<file path="config.mk">
export PLATFORM = sky130hd
export DESIGN_NAME = sfi_out_buffer
export DESIGN_NICKNAME = d
export VERILOG_FILES = /design/src/rtl/sfi_out_buffer.sv
export SDC_FILE = /design/constraint.sdc
export NUM_CORES = 1
export LEC_CHECK = 0
export ABC_AREA = 0
export ABC_CLOCK_PERIOD_IN_PS = 3900
export CELL_PAD_IN_SITES_DETAIL_PLACEMENT = 0
export CELL_PAD_IN_SITES_GLOBAL_PLACEMENT = 2
export CORE_ASPECT_RATIO = 1.1
export CORE_UTILIZATION = 38
export DETAILED_ROUTE_END_ITERATION = 8
export PLACE_DENSITY = 0.81
export SYNTH_ARGS = -nofsm -noshare
export SYNTH_HDL_FRONTEND = slang
export SYNTH_SLANG_ARGS = --single-unit
</file>
<file path="constraint.sdc">
create_clock -name clk -period 3.9 [get_ports clk]
set_clock_uncertainty 0.15 [all_clocks]
set_input_delay 0.975 -clock clk [delete_from_list [all_inputs] [get_ports clk]]
set_output_delay 0.975 -clock clk [all_outputs]
set_load 0.1 [all_outputs]
</file>
<file path="src/rtl/sfi_out_buffer.sv">
// Output FIFO behind the SFI rewriter: buffers rewritten words, classifies them and keeps saturating statistics.
// Optional sticky tag-violation flag is built only when SFI_TAG_CHECK_EN is defined.
module sfi_out_buffer #(
  parameter int unsigned DEPTH = 4,
  parameter logic [7:0]  TAG   = 8'hA2,
  parameter int unsigned CNT_W = 32
) (
  input  logic                    clk,
  input  logic                    rst_n,
  input  logic [63:0]             in_word,
  input  logic                    in_valid,
  output logic                    in_ready,
  output logic [63:0]             out_word,
  output logic                    out_valid,
  input  logic                    out_ready,
  output logic [$clog2(DEPTH):0]  level,
  output logic [CNT_W-1:0]        guarded_cnt,
  output logic [CNT_W-1:0]        plain_cnt,
  input  logic                    viol_clr,
  output logic                    viol
);

  localparam int unsigned AW = $clog2(DEPTH);
  localparam int unsigned PW = AW + 1;
  localparam logic [PW-1:0]    PTR_ONE = {{AW{1'b0}}, 1'b1};
  localparam logic [CNT_W-1:0] CNT_ONE = {{(CNT_W-1){1'b0}}, 1'b1};
  localparam logic [CNT_W-1:0] CNT_MAX = {CNT_W{1'b1}};

  function automatic logic is_mem_op(input logic [5:0] op);
    case (op)
      6'd40, 6'd41, 6'd42, 6'd43, 6'd44,
      6'd45, 6'd46, 6'd56, 6'd60, 6'd63: is_mem_op = 1'b1;
      default:                           is_mem_op = 1'b0;
    endcase
  endfunction

  logic [63:0]      mem_q [DEPTH];
  logic [PW-1:0]    wr_ptr_q, wr_ptr_d;
  logic [PW-1:0]    rd_ptr_q, rd_ptr_d;
  logic [PW-1:0]    level_q, level_d;
  logic [CNT_W-1:0] guarded_q, guarded_d;
  logic [CNT_W-1:0] plain_q, plain_d;
  logic             full_s, empty_s, push_s, pop_s, mem_op_s, tagged_s;

  // Full when the wrap bits differ and the index bits match; readiness depends on state only.
  assign full_s   = (wr_ptr_q[AW] != rd_ptr_q[AW]) && (wr_ptr_q[AW-1:0] == rd_ptr_q[AW-1:0]);
  assign empty_s  = (wr_ptr_q == rd_ptr_q);
  assign in_ready = ~full_s;
  assign out_valid = ~empty_s;
  assign push_s   = in_valid & ~full_s;
  assign pop_s    = out_ready & ~empty_s;
  assign mem_op_s = is_mem_op(in_word[31:26]);
  assign tagged_s = (in_word[63:56] == TAG);

  assign out_word    = mem_q[rd_ptr_q[AW-1:0]];
  assign level       = level_q;
  assign guarded_cnt = guarded_q;
  assign plain_cnt   = plain_q;

  // Next-state for pointers, occupancy and statistics.
  always_comb begin
    wr_ptr_d  = wr_ptr_q;
    rd_ptr_d  = rd_ptr_q;
    level_d   = level_q;
    guarded_d = guarded_q;
    plain_d   = plain_q;
    if (push_s) begin
      wr_ptr_d = wr_ptr_q + PTR_ONE;
    end else begin
      wr_ptr_d = wr_ptr_q;
    end
    if (pop_s) begin
      rd_ptr_d = rd_ptr_q + PTR_ONE;
    end else begin
      rd_ptr_d = rd_ptr_q;
    end
    case ({push_s, pop_s})
      2'b10:   level_d = level_q + PTR_ONE;
      2'b01:   level_d = level_q - PTR_ONE;
      default: level_d = level_q;
    endcase
    // Untagged memory ops count toward neither statistic.
    if (push_s && mem_op_s && tagged_s && (guarded_q != CNT_MAX)) begin
      guarded_d = guarded_q + CNT_ONE;
    end else begin
      guarded_d = guarded_q;
    end
    if (push_s && !mem_op_s && (plain_q != CNT_MAX)) begin
      plain_d = plain_q + CNT_ONE;
    end else begin
      plain_d = plain_q;
    end
  end

  // Control and statistics registers.
  always_ff @(posedge clk or negedge rst_n) begin
    if (!rst_n) begin
      wr_ptr_q  <= {PW{1'b0}};
      rd_ptr_q  <= {PW{1'b0}};
      level_q   <= {PW{1'b0}};
      guarded_q <= {CNT_W{1'b0}};
      plain_q   <= {CNT_W{1'b0}};
    end else begin
      wr_ptr_q  <= wr_ptr_d;
      rd_ptr_q  <= rd_ptr_d;
      level_q   <= level_d;
      guarded_q <= guarded_d;
      plain_q   <= plain_d;
    end
  end

  // Word storage; contents are don't-care after reset.
  always_ff @(posedge clk) begin
    if (push_s) begin
      mem_q[wr_ptr_q[AW-1:0]] <= in_word;
    end
  end

`ifdef SFI_TAG_CHECK_EN
  logic viol_q, viol_d;

  // Sticky violation: a violating push wins over a simultaneous clear.
  always_comb begin
    viol_d = viol_q;
    if (push_s && mem_op_s && !tagged_s) begin
      viol_d = 1'b1;
    end else if (viol_clr) begin
      viol_d = 1'b0;
    end else begin
      viol_d = viol_q;
    end
  end

  // Violation flag register.
  always_ff @(posedge clk or negedge rst_n) begin
    if (!rst_n) begin
      viol_q <= 1'b0;
    end else begin
      viol_q <= viol_d;
    end
  end

  assign viol = viol_q;
`else
  logic unused_viol_clr_s;
  assign unused_viol_clr_s = viol_clr;
  assign viol = 1'b0;
`endif

endmodule
</file>
Yosys cells after proc, flatten, opt, wreduce, memory -nomap -nowiden
Memory sizes are Yosys's and may differ from the RTL's. Cells that the tools add are included.

Register bits after elaboration: 73. RAM bits: 256. Input bits: 69. Output and inout port bits: 134. Word-level logic and storage cells: 47. Memories kept: 1.

Memories: mem_q (depth 4, width 64, read ports 1, clocked after memory_dff 0, write ports 1, line 37) `logic [63:0] mem_q [DEPTH];`.

Add/subtract/negate cells: 6. Equal/unequal tests: 18. Muxes and demuxes: 4. Bitwise gates (word level): 4. Reduce and logical (&&, ||, !) cells: 9.

Operators with widths (number): adder 32 x 1 -> 32 bit, second input constant (2); != test 32 bit, second input constant (2); equality test 6 bit, second input constant (10); OR reduction 10 bit (1); adder 3 x 1 -> 3 bit, second input constant (3); equality test 8 bit, second input constant (1); logical AND 1 bit (6); case mux 3 bit (2 select lines) (1); equality test 3 bit (1); two-way mux 1 bit (3); subtractor 3 x 1 -> 3 bit, second input constant (1); AND 1 bit (2); equality test 2 x 1 -> 1 bit, second input constant (1); equality test 2 bit (1); equality test 2 bit, second input constant (1); NOT 1 bit (2); nonzero test 2 bit (1); zero test 1 bit (1); != test 1 bit (1).

Logic depth before layout (Yosys ltp)
Depth in word-level cells: 7. Depth in mapped cells: 11. Mapped depth without buffers: 10.

Worst setup path before layout
No wires, ideal clock.

Kind: input to register. Start point: in in_valid. End point: mem mem_q[3][0], enable pin. Library setup time: 0.430 ns. Arrival time: 2.782 ns. Required time: 3.320 ns. Slack: 0.537 ns. Cell stages on the path: 3. Path buffers: 1. Path through: o31a_1 buf_4 and2_1.

Word-level cells in the longest chain between the ends: 3.

RTL lines: start, declared (line 11) `input logic in_valid,`; AND 1 bit (line 50) `assign push_s = in_valid & ~full_s;`; two-way mux 1 bit (line 114) `if (push_s) begin`; two-way mux 1 bit (not written as such) (line 115) `mem_q[wr_ptr_q[AW-1:0]] <= in_word;`; end, declared (line 37).

Every way passes these cells.

Worst setup path in the final report
Start point: reg rd_ptr_q[0]. End point: out out_word[1].

Word-level cells in the longest chain between the ends: 1.

RTL lines: start, declared (line 39) `logic [PW-1:0] rd_ptr_q, rd_ptr_d;`; start signal, assigned (line 99) `rd_ptr_q <= {PW{1'b0}};`; start signal, assigned (line 105) `rd_ptr_q <= rd_ptr_d;`; memory (4 x 64 bit); end, declared (line 13) `output logic [63:0] out_word,`.

Every way passes these cells.

==> flow_summary.ini <==
[critical_path]
end_kind = output pin
cp.required_ns = 2.77
crit_arrival_ns = 2.42
critical_path.startpoint_type = flop
crit_fanout = 25
criticalPathCategory = reg2out

[outcome]
status = finished, final reports clean

[logic_synthesis]
synth_common_cells = edfxtp_1, dfrtp_1, mux4_2
yosysSeqAreaShare_pct = 73.93
synth_seq_cells = 329
synth.avg_cell_area_um2 = 19.01
synth_edf_count = 256
synth_top_cell_by_area = edfxtp_1
ys.flop_type = edfxtp_1
synth.most_common_cell = edfxtp_1
synth_top_area_share_pct = 59.73
yosys_warnings = 0
synthTopCellsByArea = edfxtp_1, dfrtp_1, mux4_2
synth_cell_types = 50
async_flop_share_pct = 22.19
synthCells = 677
syn_nets = 755
synth_area_mm2 = 0.01287

[job]
cap_violations = 0

[global_routing]
overflow = 0
grt_pass1_vias = 7310
grt_start_max_net_pins = 74
gr-usage-met3_pct = 4.030
grt_pass1_wl_um = 41750
grt_use_met1_pct = 21.42
grt_usage_pct = 15.84
grt_antenna_before_repair = 0
grt_use_met2_pct = 25.42
grt_most_used_layer = met2

[clock_tree]
clk_pin_slew_worst_paths_ns = 0.06
clockRootBuffer = clkbuf_16
h-tree-depth = 2
cts_buffers = 37
cts_tree = done
cts_hold_buffers = 0
cts_sinks = 329
worstSkewPairLatency_ns = 0.51
clk_path_buf_depth = 3
cts_resized = 0
cts_setup_buffers = 0

[place]
gp_congestion = 0.7411
port-buffer-count = 200
post_dp_cell_area_mm2 = 0.01532
dp_hpwl_um = 17240

[sta]
setup_tns_ns = 0
setup_violations = 0
worst_pin_slew_ns = 0.9795
period_minus_slack_ns = 3.541
timing.hold.ws_ns = 0.3225
hold_viol = 0
fin_crit_sh_pct = 90.79
slew_viol_final = 0
max_slew_margin_pct = 34.49
rsz0062_at_grt = no
max_clock_freq_ghz = 0.2824

[drt]
finalWirelength_um = 26890
firstDrtPassIters = 4
viasPerCell = 5.000
drc = 0
dr_total_vias = 6910
drtIter0Drc = 363
ant_nets = 0
routedWlPerCell_um = 19.46

[die]
io_pins = 203
row_count = 70
fp.dieW_um = 177.5
core_area_mm2 = 0.03328
die_area_mm2 = 0.03461
initial_core_util_pct = 38.67
die_y_um = 195.0

[cells_and_area]
post-route-cell-area_mm2 = 0.01649
drive_gt1_share_pct = 30.98
final.fill_count = 2854
multi_input_area_mm2 = 0.003237
seq_area_mm2 = 0.009522
layout.nets = 1000
syn2layout_area_growth_pct = 28.13
post-route-util_pct = 49.55

[worst_hold_path]
hp-class = reg2reg
-- per-stage QoR --
stage | setup slack (ns) | cells
2_1_floorplan | 0.5375 | 677
3_3_place_gp | 0.0005462 | 1315
3_5_place_dp | -0.03537 | 1315
4_1_cts | 0.2697 | 1381
5_1_grt | 0.2104 | 1381
6_report | 0.3592 | 1382
-- cells by family after synthesis --
group	Yosys count	synth area share, %
flops	329	73.93
simple gates	155	6.980
xor+xnor	70	4.764
mux	69	11.63
buf+inv	30	1.001
compound gates	14	0.7389
fa+ha+maj	9	0.9333
other cells	1	0.02914
-- cell usage in the layout (no fill, tap or decap), drive strengths merged, types with 19 or more instances in the layout --
cell type	Yosys	final
edfxtp	256	256
buf	12	150
clkdlybuf4s50	0	76
dfrtp	73	73
mux4	64	64
xnor2	43	43
clkbuf	8	43
nand2	36	36
xor2	27	27
nand3	19	19
nand4	19	19
-- cell type report --
class | instances | share of cell area [%]
flip-flops and latches | 329 | 57.74
multi-input cells | 318 | 19.63
repair buffers | 226 | 12.03
clock buffers | 43 | 5.873
well taps | 432 | 3.278
clock inverters | 23 | 1.199
inverters | 10 | 0.2276
diodes | 1 | 0.01518
-- flip-flops by register name, indices dropped and copies added (netlist names) --
name	cells
guarded_cnt	32
level	3
mem_q	256
plain_cnt	32
rd_ptr_q	3
wr_ptr_q	3
-- worst paths after layout --
kind / startpoint / to / slack (ns) / depth (start not counted)
worst max-delay path: rd_ptr_q[0] / out_word[1] / 0.36 / 3
worst min-delay path: level[2] / level[2] / 0.32 / 1
worst max register to register: rd_ptr_q[0] / guarded_cnt[1] / 1.10 / 6
worst min register to register: level[2] / level[2] / 0.32 / 1
max in group asynchronous: rst_n / rd_ptr_q[0] / 2.92 / 2
min in group asynchronous: rst_n / plain_cnt[24] / 0.34 / 2
-- layer usage --
layer	routed length, µm	share of wire (%)
met1	11670	43
met2	12740	47
met3	1920	7.1
met4	561	2.1
met5	0	0
-- critical path, stage by stage, from the launching register on --
cell and delay, ns:
dfrtp_4 0.78, buf_12 0.31, mux4_2 0.54, buf_4 0.25
Power is left out: the tool's default activity adds up to more than one toggle a clock period on the data nets, which glitch-free logic cannot reach.
